==> config.mk <==
export PLATFORM = sky130hd
export DESIGN_NAME = ifu_fetch_queue
export DESIGN_NICKNAME = d
export VERILOG_FILES = /design/src/rtl/ifu_fetch_queue.sv
export SDC_FILE = /design/constraint.sdc
export NUM_CORES = 1
export LEC_CHECK = 0
export BUFFER_PORTS_ARGS = -buffer_cell sky130_fd_sc_hd__buf_2
export CORE_MARGIN = 2
export CORE_UTILIZATION = 30
export CTS_CLUSTER_SIZE = 12
export DETAILED_ROUTE_END_ITERATION = 12
export PLACE_DENSITY = 0.44
export SLEW_MARGIN = 10
export SYNTH_ARGS = -nofsm -noshare
export SYNTH_HDL_FRONTEND = slang
export SYNTH_SLANG_ARGS = --single-unit
==> constraint.sdc <==
create_clock -name clk -period 3.2 [get_ports clk]
set_input_delay 0.32 -clock clk [delete_from_list [all_inputs] [get_ports clk]]
set_output_delay 0.32 -clock clk [all_outputs]
set_load 0.01 [all_outputs]
==> src/rtl/ifu_fetch_queue.sv <==
`default_nettype none
// ============================================================================
//  Module      : ifu_fetch_queue
//  Description : Decoupling FIFO between the fetch unit and decode. Holds
//                fetched {instr, tag} pairs until decode takes them through a
//                valid/ready handshake. Raises an early stall so fetches
//                already in flight always find room. A redirect flushes the
//                queue.
//  Options     : IFQ_BYPASS_EN - when defined, an empty queue forwards the
//                incoming instruction straight to the head outputs
//                (zero-cycle latency).
//  Revision    : 1.0 - initial release
// ============================================================================

// Defaults used when global.svh has not already defined the widths.
`ifndef INSTR_LEN
`define INSTR_LEN 32
`endif
`ifndef XLEN
`define XLEN 32
`endif

module ifu_fetch_queue #(
    parameter int DEPTH = 4,
    parameter int SKID  = 2
) (
    input  logic                         clk,
    input  logic                         rst_n,
    input  logic [`INSTR_LEN-1:0]        instr_in,
    input  logic [`XLEN-1:0]             instr_tag_in,
    input  logic                         instr_valid_in,
    input  logic                         flush,
    input  logic                         deq_ready,
    output logic [`INSTR_LEN-1:0]        instr_out,
    output logic [`XLEN-1:0]             instr_tag_out,
    output logic                         instr_out_valid,
    output logic                         fetch_stall,
    output logic                         overflow,
    output logic [$clog2(DEPTH):0]       count
);

    localparam int                PTR_W     = $clog2(DEPTH);
    localparam int                CNT_W     = PTR_W + 1;
    localparam logic [CNT_W-1:0]  FULL_CNT  = CNT_W'(DEPTH);
    localparam logic [CNT_W-1:0]  STALL_CNT = CNT_W'(DEPTH - SKID);

    logic [`INSTR_LEN-1:0] instr_mem [DEPTH];
    logic [`XLEN-1:0]      tag_mem   [DEPTH];

    logic [PTR_W-1:0] rd_ptr;
    logic [PTR_W-1:0] wr_ptr;
    logic [CNT_W-1:0] count_next;

    logic empty;
    logic full;
    logic push;
    logic pop;
    logic drop;

    assign empty = (count == '0);
    assign full  = (count == FULL_CNT);

    // Only entries actually held in the array are popped; a bypassed entry
    // never touches the pointers or the count.
    assign pop  = ~empty & deq_ready & ~flush;
    assign drop = instr_valid_in & ~flush & full;

`ifdef IFQ_BYPASS_EN
    logic bypass_hit;

    assign bypass_hit      = empty & instr_valid_in & ~flush;
    assign instr_out       = bypass_hit ? instr_in     : instr_mem[rd_ptr];
    assign instr_tag_out   = bypass_hit ? instr_tag_in : tag_mem[rd_ptr];
    assign instr_out_valid = ~empty | bypass_hit;
    // A bypassed entry that decode takes immediately is never written.
    assign push = instr_valid_in & ~flush & ~full & ~(bypass_hit & deq_ready);
`else
    assign instr_out       = instr_mem[rd_ptr];
    assign instr_tag_out   = tag_mem[rd_ptr];
    assign instr_out_valid = ~empty;
    // A full queue refuses new entries even if the head leaves this cycle.
    assign push = instr_valid_in & ~flush & ~full;
`endif

    assign count_next  = count + CNT_W'(push) - CNT_W'(pop);
    assign fetch_stall = (count >= STALL_CNT);

    // Pointer and occupancy tracking; flush outranks every other update.
    always_ff @(posedge clk or negedge rst_n) begin
        if (!rst_n) begin
            rd_ptr <= '0;
            wr_ptr <= '0;
            count  <= '0;
        end else if (flush) begin
            rd_ptr <= '0;
            wr_ptr <= '0;
            count  <= '0;
        end else begin
            if (pop)  rd_ptr <= rd_ptr + PTR_W'(1);
            if (push) wr_ptr <= wr_ptr + PTR_W'(1);
            count <= count_next;
        end
    end

    // Sticky dropped-enqueue flag, cleared only by reset.
    always_ff @(posedge clk or negedge rst_n) begin
        if (!rst_n) begin
            overflow <= 1'b0;
        end else if (drop) begin
            overflow <= 1'b1;
        end
    end

    // Entry storage is deliberately left unreset; the head is gated by valid.
    always_ff @(posedge clk) begin
        if (push) begin
            instr_mem[wr_ptr] <= instr_in;
            tag_mem[wr_ptr]   <= instr_tag_in;
        end
    end

endmodule

`default_nettype wire

[Yosys cells after proc, flatten, opt, wreduce, memory -nomap -nowiden]
Memories as Yosys holds them, arrays and structs flattened.
Index checks and enable logic that the tools add are counted.
Storage, ports and cells
  register bits: 8
  bits in writable memories: 256
  input port bits: 69
  output and inout bits: 70
  logic and storage cells: 30
  memories: 2
Cells by class
  add/sub/neg operators: 4
  order comparisons: 1
  equal/unequal tests: 1
  multiplexer cells: 7
  bitwise logic cells: 8
  reductions and logical operators: 3
Memories
  instr_mem: depth 4, bits a word 32, read ports 1, clocked after memory_dff 0, write ports 1, RTL line 47  | logic [`INSTR_LEN-1:0] instr_mem [DEPTH];
  tag_mem: depth 4, bits a word 32, read ports 1, clocked after memory_dff 0, write ports 1, RTL line 48  | logic [`XLEN-1:0] tag_mem [DEPTH];
Operator list (number)
  $mux W2: 4
  $and A1 B1 Y1: 5
  $add A2 B1 Y2 const B: 2
  $reduce_bool A2 Y1: 2
  $add A3 B1 Y3: 1
  $eq A3 B3 Y1 const B: 1
  $ge A3 B2 Y1 const B: 1
  $logic_not A3 Y1: 1
  $mux W3: 1
  $not A1 Y1: 3
  $sub A3 B1 Y3: 1
  $mux W1: 2

[Logic depth before layout (Yosys ltp)]
  depth after elaboration: 6
  mapped depth: 10
  gate-level depth less buffers: 10

[Least setup slack after synthesis]
Ideal clock, no wire load.
  path type: register to register
  from: reg count[2]
  to: mem instr_mem[0][0] (netlist name) (enable)
  setup time: 0.429 ns
  data arrival time: 2.416 ns
  required time: 2.771 ns
  setup slack: 0.355 ns
  cell stages (with the launch flop): 4
  path buffers: 0
  period minus slack after synthesis: 2.845 ns
  cells stage by stage: dfrtp_1 nor3b_2 nor3_2 and2_1
Between the ends
  cells in the longest elaborated chain, start to end: 5
RTL lines
  from (decl): RTL line 39  | output logic [$clog2(DEPTH):0] count
  from (signal assigned): RTL line 101  | count <= count_next;
  $eq A3 B3 Y1: RTL line 61  | assign full = (count == FULL_CNT);
  $not A1 Y1: RTL line 82  | assign push = instr_valid_in & ~flush & ~full;
  $and A1 B1 Y1: RTL line 82
  $mux W1: RTL line 116  | if (push) begin
  $mux W1 (not written as such): RTL line 117  | instr_mem[wr_ptr] <= instr_in;
  to (decl): RTL line 47
No other way between the ends.

[Final worst setup path]
  from: reg rd_ptr[0]
  to: out instr_tag_out[30]
Between the ends
  cells in the longest elaborated chain, start to end: 1
RTL lines
  from (decl): RTL line 50  | logic [PTR_W-1:0] rd_ptr;
  from (signal assigned): RTL line 99  | if (pop) rd_ptr <= rd_ptr + PTR_W'(1);
  $mem_v2 Z4 W32
  to (decl): RTL line 35  | output logic [`XLEN-1:0] instr_tag_out,
No other way between the ends.

==> impl_results.rst <==
.. list-table::
   :header-rows: 1

   * - Metric
     - Value
   * - Result of the run
     - completed
   * - Die Footprint
     - between 0.03 and 0.04 mm2
   * - Number of maximum-capacitance violations
     - 0
   * - Cell row count
     - between 60 and 70
   * - Core box area
     - 0.0323 mm2
   * - Sequential-to-total area share from yosys stat
     - 80.9%
   * - Startpoint of the worst hold path
     - instr_tag_in[18]
   * - Final Skew
     - 0.00591 ns
   * - Total DRC errors in the routed layout
     - 0
   * - Clock transition at path regs
     - roughly 0.06 ns
   * - Start of the worst register-to-register path
     - count[2]
   * - Maximum operating frequency
     - roughly 380 MHz
   * - Antenna-violating nets left
     - 0
   * - Fraction of the cycle the final worst path needs
     - 81.5%
   * - Buffer depth of the longest clock path
     - 3
   * - Nets@finish
     - just under 700
   * - Total detailed-routing wirelength
     - 20.2 mm
   * - Placer's final routability congestion estimate
     - about 0.73
   * - Clock net sink count
     - approximately 260
   * - Crit Path Class
     - reg -> out
   * - Iteration-0 DRC count of the detailed router
     - approximately 310
   * - Required time of the critical path
     - 2.88 ns
   * - Synthesized instance count
     - a little under 400
   * - CTS tree
     - built
   * - Worst-case register-to-register setup slack
     - ~0.91 ns
   * - Startpoint type of the worst setup path
     - flip-flop
   * - Endpoint kind of the worst setup timing path
     - output pin
   * - Synth-to-Final Area Change
     - 28.2%
   * - Transition time at the pin with the least slew margin
     - roughly 0.63 ns
   * - Wire length of the first global-routing pass
     - 30.9 mm
   * - Count of synthesis-stage warnings from yosys
     - 0
   * - Starting density of the core
     - 30.2%
   * - Final worst setup slack
     - 0.591 ns
   * - Number of fillers in the final layout
     - slightly below 3000
   * - Number of optimization iterations in the first detailed-route pass
     - 4
   * - Number of global-route vias before repair
     - roughly 5000
   * - Total of buffers placed on input and output ports
     - roughly 140
   * - Multi-input gate area
     - roughly 0.0017 mm2
   * - Final Power
     - 9.04 mW
   * - Number of distinct library cells after synthesis
     - 24
   * - Number of antenna violations at the first check in global routing
     - 2
   * - Quantity of gates resized following cts
     - 0
   * - All-layer global routing usage
     - between 10% and 20%
   * - Count of cells along the worst register-to-register path
     - 10
   * - Routed vias/inst
     - between 4 and 5
   * - Floorplan die height
     - roughly 180 um
   * - Sequential standard cell area
     - 0.00790 mm2
   * - Fin. max-slew vios
     - 0
   * - Pin count of the biggest net entering global routing
     - 42
   * - Maximum level of the CTS H-tree
     - 1
   * - Time the worst path needs with I/O delays and setup
     - between 2 and 3 ns
   * - Reg2reg end
     - count[2]
   * - Syn avg cell area
     - between 20 and 30 um2
   * - Final Hold Viols
     - 0
   * - Yosys reg bits
     - approximately 260
   * - Setup repair after global routing missed its margin
     - false
   * - Proportion of layout cells with a drive suffix above 1
     - roughly 42%
   * - Lkg Pwr
     - 4.23 nW
   * - Slew Limit Headroom
     - 57.7%
   * - Sum of overflow across all layers after global routing
     - 0
   * - Critical Path AT
     - 2.29 ns
   * - Net Count, Synth
     - 462
   * - Via count
     - 4606
   * - Clock buffers created by TritonCTS
     - 29
   * - Final core area utilization
     - approximately two fifths
   * - Clock latency on the worst-skew pair
     - between 0.5 and 0.6 ns
   * - I/O pin cnt
     - 139
   * - Routed wire length per instance
     - 18.8 um
   * - Die X
     - ~180 um
   * - Setup violations, final
     - 0
   * - Combined area of all synthesized cells
     - about 0.0097 mm2
   * - Pre-CTS setup slack
     - 0.906 ns
   * - Total Negative Setup Slacks
     - 0 ns
   * - Total power per unit cell area
     - slightly above 700 mW/mm2
   * - Buffer type at the clock tree root
     - sky130_fd_sc_hd__clkbuf_16
   * - Number of stages on the worst hold path
     - 1
   * - Largest fanout of any net on the critical path
     - 21
   * - Class of the worst hold path
     - in -> reg
   * - DP Wirelength
     - ~13 mm
   * - Largest vdd supply drop
     - just under 0.4 mV
   * - Endpoint with the worst hold slack
     - tag_mem[2][18]
==> cell usage in the layout (no fill, tap or decap), types with 2 or more instances in the layout <==
master,Yosys,routed
sky130_fd_sc_hd__buf_2,6,138
sky130_fd_sc_hd__dfrtp_1,8,6
sky130_fd_sc_hd__inv_1,9,9
sky130_fd_sc_hd__edfxtp_1,256,256
sky130_fd_sc_hd__nor2_1,6,6
sky130_fd_sc_hd__buf_4,2,13
sky130_fd_sc_hd__mux4_2,64,64
sky130_fd_sc_hd__dfrtp_4,0,2
sky130_fd_sc_hd__clkinv_2,0,6
sky130_fd_sc_hd__xor2_1,2,2
sky130_fd_sc_hd__clkinv_1,0,5
sky130_fd_sc_hd__ha_1,7,7
sky130_fd_sc_hd__o31ai_1,2,2
sky130_fd_sc_hd__bufinv_16,0,3
sky130_fd_sc_hd__and2_4,0,4
sky130_fd_sc_hd__or3_1,2,2
sky130_fd_sc_hd__clkbuf_16,0,29
sky130_fd_sc_hd__buf_12,0,4
sky130_fd_sc_hd__clkbuf_1,2,8
sky130_fd_sc_hd__dlygate4sd3_1,0,52
==> critical path: stages, from the launching register on <==
cell,delay (ns)
sky130_fd_sc_hd__dfrtp_4,0.74
sky130_fd_sc_hd__buf_12,0.27
sky130_fd_sc_hd__mux4_2,0.57
sky130_fd_sc_hd__buf_2,0.17
==> per-layer routing <==
layer | global-route usage, % | routed length (um) | vias up
li1 | - | - | 2079
met1 | 17.1 | 9350 | 2373
met2 | 18.8 | 9190 | 125
met3 | 3.18 | 1280 | 27
met4 | 2.78 | 316 | 2
met5 | 0 | 11 | -
==> metrics by stage <==
stage | hold slack (ns) | instances | area [um2]
2_1_floorplan | 0.0244 | 385 | 9750
3_3_place_gp | 0.177 | 967 | 11100
3_5_place_dp | 0.180 | 967 | 11100
4_1_cts | 0.00181 | 1070 | 12500
5_1_grt | 0.00717 | 1070 | 12500
6_report | 0.0259 | 1071 | 12500
==> power breakdown <==
| part | internal (mW) | total [mW] | switching [mW] |
|---|---|---|---|
| clock | 1.89 | 3.13 | 1.24 |
| combinational | 0.905 | 1.75 | 0.847 |
| sequential | 4.01 | 4.16 | 0.156 |
==> synth_stat cells, drive strengths merged <==
| cell | n | area (um2) |
|---|---|---|
| edfxtp | 256 | 7690 |
| mux4 | 64 | 1440 |
| buf | 13 | 101 |
| inv | 9 | 33.8 |
| dfrtp | 8 | 200 |
| ha | 7 | 87.6 |
| nor2 | 6 | 22.5 |
| and2 | 4 | 25.0 |
| clkbuf | 2 | 7.51 |
| o31ai | 2 | 15.0 |
| or3 | 2 | 12.5 |
| xor2 | 2 | 17.5 |
| a21oi | 1 | 5.00 |
| a31o | 1 | 8.76 |
| fa | 1 | 20.0 |
| mux2 | 1 | 11.3 |
| nor2b | 1 | 6.26 |
| nor3 | 1 | 10.0 |
| nor3b | 1 | 12.5 |
| o21ai | 1 | 5.00 |
| o311ai | 1 | 8.76 |
| xnor2 | 1 | 8.76 |
==> cells by family (layout without fill, tap and decap cells) <==
kind of cell               after synthesis  in the layout  share of synthesized area (%)
other                                    0              1                              0
muxes                                   65             65                           14.9
buffers and inverters                   24            267                           1.46
AOI/OAI and AO/OA                        6              6                          0.436
and+or+nand+nor                         15             15                          0.911
xor gates and xnor gates                 3              3                          0.270
DFF                                    264            264                           80.9
adders and majority gates                8              8                           1.10
==> repair_timing <==
item | in CTS | in global routing
hold buffers | 52 | 0
endpoints found under the hold margin | 212 | 0
endpoints found under the setup margin | 0 | 0
buffers inserted | 0 | 0
==> layout make-up <==
class / count / area share [%]
Sequential cell: 264 / 63.2
Multi-Input combinational cell: 97 / 13.8
Timing Repair Buffer: 207 / 11.1
Clock buffer: 37 / 6.05
Tap cell: 442 / 4.43
Clock inverter: 14 / 1.11
Inverter: 9 / 0.270
Antenna cell: 1 / 0.0200
==> state kept, by name, indices dropped and copies added, names as in the netlist <==
| register | flops |
|---|---|
| overflow | 1 |
| instr_mem | 128 |
| tag_mem | 128 |
| rd_ptr | 2 |
| wr_ptr | 2 |
| count | 3 |
==> worst max path at each step <==
stage | to | slack, ns | from
2_1_floorplan | instr_mem[0][0] | 0.35 | count[2]
3_3_place_gp | tag_mem[2][0] | 0.96 | count[2]
3_5_place_dp | tag_mem[1][1] | 0.91 | count[2]
4_1_cts | instr_out[4] | 0.48 | rd_ptr[0]
5_1_grt | instr_out[4] | 0.41 | rd_ptr[0]
6_report | instr_tag_out[30] | 0.59 | rd_ptr[0]
Note: power is estimated with default switching activity, not from simulation.
